===== config.mk =====
export PLATFORM = sky130hd
export DESIGN_NAME = i2c_cmd_sequencer
export DESIGN_NICKNAME = d
export VERILOG_FILES = /design/src/rtl/i2c_cmd_sequencer.sv
export SDC_FILE = /design/constraint.sdc
export NUM_CORES = 1
export LEC_CHECK = 0
export CAP_MARGIN = 0
export CORE_MARGIN = 3
export CORE_UTILIZATION = 35
export CTS_CLUSTER_SIZE = 25
export DETAILED_ROUTE_END_ITERATION = 16
export GPL_ROUTABILITY_DRIVEN = 0
export GPL_TIMING_DRIVEN = 1
export SLEW_MARGIN = 0
export SYNTH_ARGS = -nofsm -noshare
export SYNTH_HDL_FRONTEND = slang
export SYNTH_SLANG_ARGS = --single-unit

===== constraint.sdc =====
create_clock -name clk -period 3.4 [get_ports clk]
set_input_delay 0.68 -clock clk [delete_from_list [all_inputs] [get_ports clk]]
set_output_delay 0.68 -clock clk [all_outputs]
set_load 0.1 [all_outputs]

===== src/rtl/i2c_cmd_sequencer.sv =====
// Command front-end for i2c_controller: queues host transactions, launches them one at a time,
// retries NACKed transfers after an idle gap, aborts on timeout and returns one response per command.
module i2c_cmd_sequencer #(
    parameter int DEPTH     = 4,
    parameter int MAX_RETRY = 2,
    parameter int TIMEOUT   = 4096,
    parameter int GAP       = 16
) (
    input  logic                   clk,
    input  logic                   rst,
    input  logic                   cmd_valid,
    output logic                   cmd_ready,
    input  logic [6:0]             cmd_addr,
    input  logic                   cmd_rw,
    input  logic [7:0]             cmd_wdata,
    output logic                   rsp_valid,
    input  logic                   rsp_ready,
    output logic [6:0]             rsp_addr,
    output logic [7:0]             rsp_rdata,
    output logic [1:0]             rsp_status,
    output logic [1:0]             rsp_tries,
    output logic [$clog2(DEPTH):0] pending,
    output logic                   ctl_new_data,
    output logic [6:0]             ctl_addr,
    output logic                   ctl_rw,
    output logic [7:0]             ctl_data_in,
    input  logic [7:0]             ctl_data_out,
    input  logic                   ctl_bus_busy,
    input  logic                   ctl_ack_error,
    input  logic                   ctl_done
);
    localparam int AW = $clog2(DEPTH);
    localparam int TW = $clog2(TIMEOUT + 1);
    localparam int GW = $clog2(GAP + 1);

    localparam logic [1:0]    ST_OK     = 2'b00;
    localparam logic [1:0]    ST_NACK   = 2'b01;
    localparam logic [1:0]    ST_TMO    = 2'b10;
    localparam logic [TW-1:0] TMO_LAST  = TW'(TIMEOUT - 1);
    localparam logic [GW-1:0] GAP_LAST  = GW'(GAP - 1);
    localparam logic [1:0]    RETRY_MAX = 2'(MAX_RETRY);

    typedef enum logic [2:0] {
        S_IDLE,
        S_WAIT_BUS,
        S_LAUNCH,
        S_ACTIVE,
        S_GAP,
        S_RESPOND
    } state_t;

    logic [6:0]    q_addr  [DEPTH];
    logic          q_rw    [DEPTH];
    logic [7:0]    q_wdata [DEPTH];
    logic [AW-1:0] wr_ptr;
    logic [AW-1:0] rd_ptr;
    logic [AW:0]   count;
    logic          full;
    logic          empty;
    logic          push;
    logic          pop;

    state_t        state;
    logic [1:0]    tries;
    logic          nack;
    logic          nack_now;
    logic [TW-1:0] tcnt;
    logic [GW-1:0] gcnt;

    assign full      = (count == (AW+1)'(DEPTH));
    assign empty     = (count == '0);
    assign cmd_ready = !rst && !full;
    assign push      = cmd_valid && cmd_ready;
    assign pop       = rsp_valid && rsp_ready;
    assign pending   = count;

    // The head entry stays put while in flight, so the controller sees stable fields until the pop.
    assign ctl_addr    = q_addr[rd_ptr];
    assign ctl_rw      = q_rw[rd_ptr];
    assign ctl_data_in = q_wdata[rd_ptr];

    assign nack_now = nack || ctl_ack_error;

    always_ff @(posedge clk) begin
        if (rst) begin
            wr_ptr <= '0;
            rd_ptr <= '0;
            count  <= '0;
            for (int i = 0; i < DEPTH; i++) begin
                q_addr[i]  <= '0;
                q_rw[i]    <= 1'b0;
                q_wdata[i] <= '0;
            end
        end else begin
            if (push) begin
                q_addr[wr_ptr]  <= cmd_addr;
                q_rw[wr_ptr]    <= cmd_rw;
                q_wdata[wr_ptr] <= cmd_wdata;
                wr_ptr          <= wr_ptr + AW'(1);
            end
            if (pop) begin
                rd_ptr <= rd_ptr + AW'(1);
            end
            case ({push, pop})
                2'b10:   count <= count + (AW+1)'(1);
                2'b01:   count <= count - (AW+1)'(1);
                default: count <= count;
            endcase
        end
    end

    always_ff @(posedge clk) begin
        if (rst) begin
            state        <= S_IDLE;
            tries        <= '0;
            nack         <= 1'b0;
            tcnt         <= '0;
            gcnt         <= '0;
            ctl_new_data <= 1'b0;
            rsp_valid    <= 1'b0;
            rsp_addr     <= '0;
            rsp_rdata    <= '0;
            rsp_status   <= '0;
            rsp_tries    <= '0;
        end else begin
            case (state)
                S_IDLE: begin
                    tries <= '0;
                    nack  <= 1'b0;
                    if (!empty) begin
                        state <= S_WAIT_BUS;
                    end
                end
                S_WAIT_BUS: begin
                    if (!ctl_bus_busy) begin
                        state        <= S_LAUNCH;
                        ctl_new_data <= 1'b1;
                        tcnt         <= '0;
                    end
                end
                S_LAUNCH: begin
                    if (tcnt == TMO_LAST) begin
                        ctl_new_data <= 1'b0;
                        rsp_valid    <= 1'b1;
                        rsp_addr     <= ctl_addr;
                        rsp_rdata    <= '0;
                        rsp_status   <= ST_TMO;
                        rsp_tries    <= tries;
                        state        <= S_RESPOND;
                    end else begin
                        tcnt <= tcnt + TW'(1);
                        if (ctl_bus_busy) begin
                            ctl_new_data <= 1'b0;
                            state        <= S_ACTIVE;
                        end
                    end
                end
                S_ACTIVE: begin
                    // A done on the same cycle as the deadline still counts as a completed transfer.
                    if (ctl_done) begin
                        if (nack_now && (tries < RETRY_MAX)) begin
                            tries <= tries + 2'd1;
                            nack  <= 1'b0;
                            gcnt  <= '0;
                            state <= S_GAP;
                        end else begin
                            rsp_valid  <= 1'b1;
                            rsp_addr   <= ctl_addr;
                            rsp_rdata  <= (ctl_rw && !nack_now) ? ctl_data_out : 8'h00;
                            rsp_status <= nack_now ? ST_NACK : ST_OK;
                            rsp_tries  <= tries;
                            state      <= S_RESPOND;
                        end
                    end else if (tcnt == TMO_LAST) begin
                        rsp_valid  <= 1'b1;
                        rsp_addr   <= ctl_addr;
                        rsp_rdata  <= '0;
                        rsp_status <= ST_TMO;
                        rsp_tries  <= tries;
                        state      <= S_RESPOND;
                    end else begin
                        nack <= nack_now;
                        tcnt <= tcnt + TW'(1);
                    end
                end
                S_GAP: begin
                    nack <= 1'b0;
                    if (gcnt == GAP_LAST) begin
                        state <= S_WAIT_BUS;
                    end else begin
                        gcnt <= gcnt + GW'(1);
                    end
                end
                S_RESPOND: begin
                    if (rsp_ready) begin
                        rsp_valid <= 1'b0;
                        state     <= S_IDLE;
                    end
                end
                default: state <= S_IDLE;
            endcase
        end
    end

    assert property (@(posedge clk) disable iff (rst)
        rsp_valid && !rsp_ready |=> rsp_valid && $stable({rsp_addr, rsp_rdata, rsp_status, rsp_tries}));
    assert property (@(posedge clk) disable iff (rst) count <= (AW+1)'(DEPTH));

endmodule


# Word level (Yosys, flattened, before mapping)
# Memory sizes are Yosys's and may differ from the RTL's. A register that Yosys moved wholly into a read port is not among the register bits.
# Cells that the tools add are included.
# Widths: inputs -> output; s select.
# classes
eq_ne	23
order_cmp	1
mux	73
reduce_logical	31
addsub	7
# ops
operator	count
$mux 8	5
$mux 13	3
$pmux 13 s3	1
$mux 2	17
$mux 7	4
$mux 3	8
$mux 1	21
$pmux 3 s6	1
$ne 2x2->1 const B	8
$pmux 8 s2	1
$mux 5	3
$ne 3x3->1 const B	5
$reduce_and 3->1	5
$pmux 7 s2	1
$add 13x1->13 const B	1
$eq 13x12->1 const B	1
$pmux 2 s2	3
$reduce_bool 2->1	6
$pmux 5 s2	1
$eq 3x3->1 const B	3
$reduce_or 8->1	1
$reduce_or 7->1	1
$add 2x1->2 const B	3
$eq 3x2->1 const B	2
other kinds (21)	30
# word_totals
in_bits	31
wordCells	152
mem_count	3
ram_bits	64
ff_bits	52
# memory_table
memory	words	width	read_ports	rd_clocked_by_memory_dff	write_ports	line	rtl
q_wdata	4	8	1	1	4	54	logic [7:0] q_wdata [DEPTH];
q_addr	4	7	1	1	4	52	logic [6:0] q_addr [DEPTH];
q_rw	4	1	1	1	4	53	logic q_rw [DEPTH];

# Longest topological paths before layout
# Gate-level depths: netlist of the first run.
# logic_depth
word_depth	9
mapped_depth	9
mapped_depth_nobuf	9

# Worst setup path after synthesis of the first run
# Ideal clock, no wire load.
# synth_timing
path_kind	register -> output
startpoint	register count[0] (netlist: pending[0])
endpoint	output cmd_ready
path_stages_with_launch	3
arrival_time_ns	2.684
required_time_ns	2.720
setup_slack_ns	0.036
cell_sequence	dfxtp_1 nor2_2 a21oi_1
# synth_between
elab_chain_cells	3
# synth_lines
element	line	rtl
from (decl)	57	logic [AW:0] count;
from (signal assigned)	105	2'b10: count <= count + (AW+1)'(1);
from (signal assigned)	106	2'b01: count <= count - (AW+1)'(1);
from (signal assigned)	107	default: count <= count;
$eq 3x3->1	70	assign full = (count == (AW+1)'(DEPTH));
$logic_not 1->1	72	assign cmd_ready = !rst && !full;
$logic_and 1x1->1	72	
to (decl)	12	output logic cmd_ready,
# No other way between the ends.

# Final worst setup path of the first run
# layout_timing
startpoint	input rst
endpoint	output cmd_ready
# layout_between
elab_chain_cells	2
# layout_lines
element	line	rtl
from (decl)	10	input logic rst,
$logic_not 1->1	72	
$logic_and 1x1->1	72	
# No other way between the ends.

==> results of run 1 <==
-- layout by cell type (no fill, tap or decap), drive strengths merged, types with 10 or more instances in the layout --
cell,Yosys,final
and2,67,67
edfxtp,64,64
nor2,53,53
inv,12,12
a21oi,12,12
dfxtp,54,54
clkbuf,11,19
xnor2,12,12
buf,10,44
mux2i,10,10
clkinv,0,10
clkdlybuf4s50,0,40
mux4,16,16
-- logic make-up after synthesis --
group / Yosys count / synth area share [%]
xor gates and xnor gates: 18 / 2.99
buffers and inverters: 33 / 2.72
DFF: 118 / 56.9
AOI/OAI and AO/OA: 50 / 6.99
adders and majority gates: 5 / 1.33
muxes: 28 / 9.14
and+or+nand+nor: 182 / 20.0
-- synth_stat cells (2+ instances only) --
cell type,number
a211oi_1,2
mux4_2,16
nor2_2,2
nor4_2,2
nand3_1,8
nor3_1,5
nor3b_1,2
clkbuf_1,10
or2_2,4
nor2_1,51
nand4_1,3
o21ai_0,7
o31ai_1,4
o211ai_1,2
nor4_1,7
ha_1,4
mux2_2,2
dfxtp_1,54
xnor2_1,12
buf_4,4
and2_1,67
buf_2,3
mux2i_1,10
a22o_1,8
nand2_1,9
nor3_2,2
nor2b_1,5
nand2b_1,2
a21oi_1,12
nor4b_1,3
xor2_1,6
edfxtp_1,64
buf_1,3
inv_1,11
-- layer usage --
| layer | part of all wire (%) | global-route usage [%] | up-vias |
|---|---|---|---|
| met5 | 0 | 0 | - |
| met4 | 0.76 | 4.45 | 0 |
| met3 | 5.2 | 5.73 | 8 |
| met2 | 50 | 24.9 | 66 |
| met1 | 44 | 18.2 | 1717 |
| li1 | - | - | 1736 |
-- cell type report --
cell class	count	area [um2]	area share (%)
multi-input combinational	283	2130	32.0
clock buffer	19	433	6.49
clock inverter	13	86.3	1.29
timing repair buffer	84	743	11.1
tap	184	230	3.45
sequential	118	3000	45.0
inverter	12	45.0	0.675
-- final timing paths --
kind / startpoint / endpoint / depth (start not counted)
max reg2reg: gcnt[0]$_SDFFE_PP0P_ / gcnt[3]$_SDFFE_PP0P_ / 8
min reg2reg: rsp_rdata[3]$_SDFFE_PP0P_ / rsp_rdata[3]$_SDFFE_PP0P_ / 1
max: rst / cmd_ready / 4
min: rsp_rdata[3]$_SDFFE_PP0P_ / rsp_rdata[3]$_SDFFE_PP0P_ / 1
-- worst register-to-register path: cells and delay by family, from the launching register on --
kind	cells	cell delay, ns
flops	1	0.33
fa+ha+maj	2	0.41
xor+xnor	1	0.18
simple gates	4	0.90
compound gates	1	0.16
-- where the power goes --
group          total [W]  internal [W]  switching (W)
registers        0.00162       0.00157      0.0000475
logic           0.000458      0.000146       0.000313
clock network    0.00157      0.000922       0.000644
-- flip-flops by register name, summed over array words and instances, names as in the netlist, 2 cells and up, named ones only --
register    count
q_rw            4
rsp_addr        7
gcnt            5
rsp_tries       2
rsp_status      2
rsp_rdata       8
q_wdata        32
tries           2
tcnt           13
wr_ptr          2
pending         3
state           3
rd_ptr          2
q_addr         28
-- through the flow --
step	utilization, %	power (W)	cells	area (um2)
floorplan	-	0.00196	434	5280
global placement	42.0	0.00210	681	6160
detailed placement	42.0	0.00211	681	6160
CTS	45.6	0.00369	713	6680
global route	45.6	0.00378	713	6680
finish	45.6	0.00364	713	6680
==> summary.txt, run 1 <==
Run status
  – Status: complete, no violations

Route
  – Routed wire length: 11900 um
  – Final ANT Viol Nets: 0
  – Vias per cell: 4.95
  – Drc violations: 0
  – Initial DRT Pass Iterations: 4
  – Via count: 3527
  – Routed WL per cell: 16.7 um
  – Drt initial violations: 215

STA
  – Unrepaired setup endpoints after global routing: false
  – TNS Setup: 0 ns
  – Fmax: about 380 MHz
  – Rel. slew slack: 34.7%
  – Slew @ Worst Pin: 0.977 ns
  – Post-layout minimum cycle time: 2.64 ns
  – Fin worst setup slack: 0.757 ns
  – Min Hold Slack: 0.475 ns
  – Final Skew: 0.00648 ns
  – Pins Over Slew Limit: 0
  – Final period util: 77.7%
  – Count of final setup violators: 0
  – Fin. Hold Viols: 0

GRT
  – Initial antenna violation count: 0
  – Number of global-route vias before repair: 3729
  – Global-route wire length before repair: roughly 19000 um
  – Global-route usage over all layers: between 10% and 20%
  – Largest net degree at the start of global routing: 37
  – Global route overflow: 0

Final layout
  – Fraction of layout instances using a drive strength above 1: 21.0%
  – Fin nets: around 550
  – Filler cells: 1365
  – Layout area overhead: 26.4%
  – Antenna fix cells: 0

Setup path
  – Largest stage delay on the critical path: 0.55 ns
  – CP top delay family: buffers and inverters
  – Critical path launch point type: input port
  – CP max-delay cell: clkdlybuf4s50_1
  – Critical path peak fanout: 36
  – Worst EP required: 2.72 ns
  – Critical path buffers and inverters: 3
  – Critical path arrival: 1.96 ns
  – Kind of critical path: input port to output pin
  – CP endpoint kind: output pin
  – Flop2flop setup slack: approximately 1.3 ns
  – Crit-path cells: clkdlybuf4s50_1 > buf_4 > a21oi_1 > buf_12

Synth
  – Asr flop ratio synth: 0%
  – Leading area contributor after synthesis: edfxtp_1
  – Top_reg_cell synth: edfxtp_1
  – Syn Nets: 470
  – Number of synthesized flops with an enable pin: 64
  – Post-synthesis sequential area ratio: 56.9%
  – Syn Inst Count: 434
  – Yosys reg bits: 118
  – Synthesized area: 5280 um2
  – Yosys Warn Count: 0
  – Post-synth top area share: 36.4%
  – Syn_area_per_cell: 12.2 um2
  – Largest cells by area after synthesis: edfxtp_1, dfxtp_1, and2_1, mux4_2, nor2_1
  – Library cells used by synthesis: 62

Hold path
  – HP Class: flop to flop

Pwr
  – Pwr dens: 546 nW/um2
  – Leakage: 2.48 nW
  – Peak VDD IR: approximately 330 uV

Placed design
  – Port-buffer cells: just over 70
  – DP Wirelength: a little under 8000 um
  – DP Worst Slack: between 0.6 and 0.7 ns

Die
  – Die ar.: 16600 um2
  – Die height: 129 um
  – Core area: 14600 um2
  – Top Ports: 72
  – Row cnt: 44
  – Initial Util: 36.1%
  – Die extent in x: 129 um

Clock tree
  – Post-CTS Setup Inserts: 0
  – CTS Root Cell: clkbuf_16
  – Cts bufs inserted: 17
  – Post-cts repair resize count: 0
  – CTS tree: built
  – # H-tree levels: 4
  – Hold_buf cts: 0
  – Clock sinks: 118
  – CTS max path bufs: 2
  – Clock Pin Slew Worst Setup and Hold Paths: around 0.050 ns
  – Clock latency on the worst-skew pair: 0.41 ns

Flow run
  – Max cap viols: 0
(Power assumes the default switching activity.)
==> inputs of run 2 (changes only) <==
clock period = 2.3 ns   (was 3.4 ns; I/O delays follow)
==> run 2 against run 1 <==
First-iteration DRC count up 6.0%. Setup slack lost 0.67 ns. Core utilization increased by 2.9 points. Clock-buffer cell count is the same. Final area increased by 6.3%. Sequential power up 47%. Via count rose by 4.0%. Die area stayed put. Power increased by 51%. Highest routed layer unchanged.
==> summary.txt, run 2 (same netlist as run 1, synthesis figures left out) <==
Placed design
  – Placed Cells: 704 (+3.4%)
  – Port-buffer cells: 71 (unchanged)
  – DP Wirelength: 8080 um (+2.7%)

Final layout
  – Top reg by flops: q_wdata
  – Fraction of layout instances using a drive strength above 1: 27.5% (+6.6 points)
  – Commonest cells after routing, fill and taps aside: and2_1, edfxtp_1, buf_4
  – Leading registers by flop count: q_wdata: 32 flops, q_addr: 28 flops, tcnt: 13 flops
  – Non-Filler Instances: 736 (+3.2%)
  – Antenna fix cells: 0 (unchanged)
  – Most common cell after layout, fill and taps aside: and2_1
  – Layout area overhead: 34.3%
  – Number of flip-flops in the largest register: 32 (unchanged)
  – Fin nets: 575 (+4.2%)

Route
  – Drc violations: 0 (unchanged)
  – Vias per cell: 4.99 (+0.78%)
  – Initial DRT Pass Iterations: 5 (+1)
  – Drt initial violations: 228 (+6.0%)
  – Routed wire length: 11900 um (-0.26%)
  – Routed WL per cell: 16.1 um (-3.4%)
  – Via count: 3669 (+4.0%)
  – Final ANT Viol Nets: 0 (unchanged)

Flow run
  – Max cap viols: 0 (unchanged)

Die
  – Initial Util: 36.1% (unchanged)
  – Top Ports: 72 (unchanged)
  – Die extent in x: 129 um (unchanged)
  – Die height: 129 um (unchanged)
  – Core area: 14600 um2 (unchanged)
  – Row cnt: 44 (unchanged)
  – Die ar.: 16600 um2 (unchanged)

STA
  – Pins Over Slew Limit: 0 (unchanged)
  – Fin. Hold Viols: 0 (unchanged)
  – Count of final setup violators: 0 (unchanged)
  – Final Skew: 0.00491 ns (-0.00158 ns)
  – Rel. slew slack: 64.3% (+30 points)
  – Final period util: 96.2%
  – TNS Setup: 0 ns (unchanged)
  – Post-layout minimum cycle time: 2.21 ns
  – Slew @ Worst Pin: 0.534 ns (-0.443 ns)
  – Unrepaired setup endpoints after global routing: false
  – Fmax: between 400 and 500 MHz

Clock tree
  – Clock Pin Slew Worst Setup and Hold Paths: 0.05 ns (about the same)
  – CTS Root Cell: clkbuf_16
  – # H-tree levels: 4 (unchanged)
  – Clock sinks: 118 (unchanged)
  – Cts bufs inserted: 17 (unchanged)
  – CTS max path bufs: 2 (unchanged)
  – Clock latency on the worst-skew pair: 0.41 ns (about the same)
  – CTS tree: built
  – Hold_buf cts: 0 (unchanged)
  – Post-CTS Setup Inserts: 0 (unchanged)
  – Post-cts repair resize count: 0 (unchanged)

Pwr
  – Pwr dens: 773 nW/um2 (+42%)
  – Leakage: 2.69 nW (+8.4%)
  – Peak VDD IR: 528 uV (+58%)

GRT
  – Largest net degree at the start of global routing: 37 (unchanged)
  – Global-route usage over all layers: 15.2% (+0.23 points)
  – Global-route wire length before repair: 19500 um (+2.1%)
  – Number of global-route vias before repair: 3840 (+3.0%)
  – Global route overflow: 0 (unchanged)
  – Initial antenna violation count: 0 (unchanged)

Setup path
  – CP top delay family: multiplexers
  – CP max-delay cell: mux4_2
  – Critical path's most frequent cell: buf_12
  – CP endpoint kind: output pin
  – Worst EP required: 1.84 ns (-0.88 ns)
  – Crit-path cells: buf_12 > mux4_2 > buf_12
  – Largest stage delay on the critical path: 0.59 ns (+0.04 ns)
  – Critical path peak fanout: 16 (-56%)
  – Critical path arrival: 1.75 ns (-0.21 ns)
  – Critical path buffers and inverters: 2 (-1)
  – Kind of critical path: flop to output pin
  – Critical path launch point type: flop

Run status
  – Status: complete, no violations

Hold path
  – HP Class: flop to flop
==> run 2: power breakdown <==
group / switching [W] / leakage (nW) / internal, W
Sequential: 0.0000577 / 1.10 / 0.00232
Combinational: 0.000505 / 1.35 / 0.000322
Clock: 0.000917 / 0.245 / 0.00136
==> run 2: metal layers <==
metal | up-vias | wire [um] | GRT usage, %
met5 | - | 0 | 0
met4 | 0 | 117 | 4.57
met3 | 10 | 546 | 4.61
met2 | 77 | 6110 | 26.1
met1 | 1798 | 5100 | 18.5
li1 | 1784 | - | -
==> run 2: tightest hold or removal path: cells and delay by family, from the launching register on <==
kind	cells	cell delay [ns]
AO/OA/AOI/OAI	1	0.06
buffers and inverters	1	0.05
flip-flops	1	0.31
==> run 2: layout make-up <==
class,count,area (um2)
Tap cell,184,230
Clock inverter,13,85.1
Clock buffer,19,433
Inverter,12,45.0
Fill cell,1310,7550
Multi-Input combinational cell,283,2150
Timing Repair Buffer,107,1140
Sequential cell,118,3010
==> run 2: worst paths after layout <==
| check | startpoint | endpoint | slack (ns) | cells after the start |
|---|---|---|---|---|
| min reg2reg | rsp_status[1]$_SDFFE_PP0P_ | rsp_status[1]$_SDFFE_PP0P_ | 0.48 | 2 |
| min | rsp_status[1]$_SDFFE_PP0P_ | rsp_status[1]$_SDFFE_PP0P_ | 0.48 | 2 |
| max reg2reg | gcnt[0]$_SDFFE_PP0P_ | gcnt[1]$_SDFFE_PP0P_ | 0.21 | 9 |
| max | flop | ctl_addr[6] | 0.09 | 3 |
==> run 2: stage by stage <==
| step | worst slack [ns] | power [W] | hold slack (ns) | util (%) | area [um2] |
|---|---|---|---|---|---|
| 3_3_place_gp | -0.122 | 0.00324 | 0.466 | 44.9 | 6580 |
| 2_1_floorplan | 0.0192 | 0.00290 | 0.452 | - | 5300 |
| 6_report | 0.0870 | 0.00548 | 0.480 | 48.4 | 7090 |
| 4_1_cts | 0.0409 | 0.00555 | 0.476 | 48.4 | 7090 |
| 5_1_grt | 0.00959 | 0.00571 | 0.496 | 48.4 | 7090 |
| 3_5_place_dp | -0.183 | 0.00325 | 0.465 | 44.9 | 6580 |
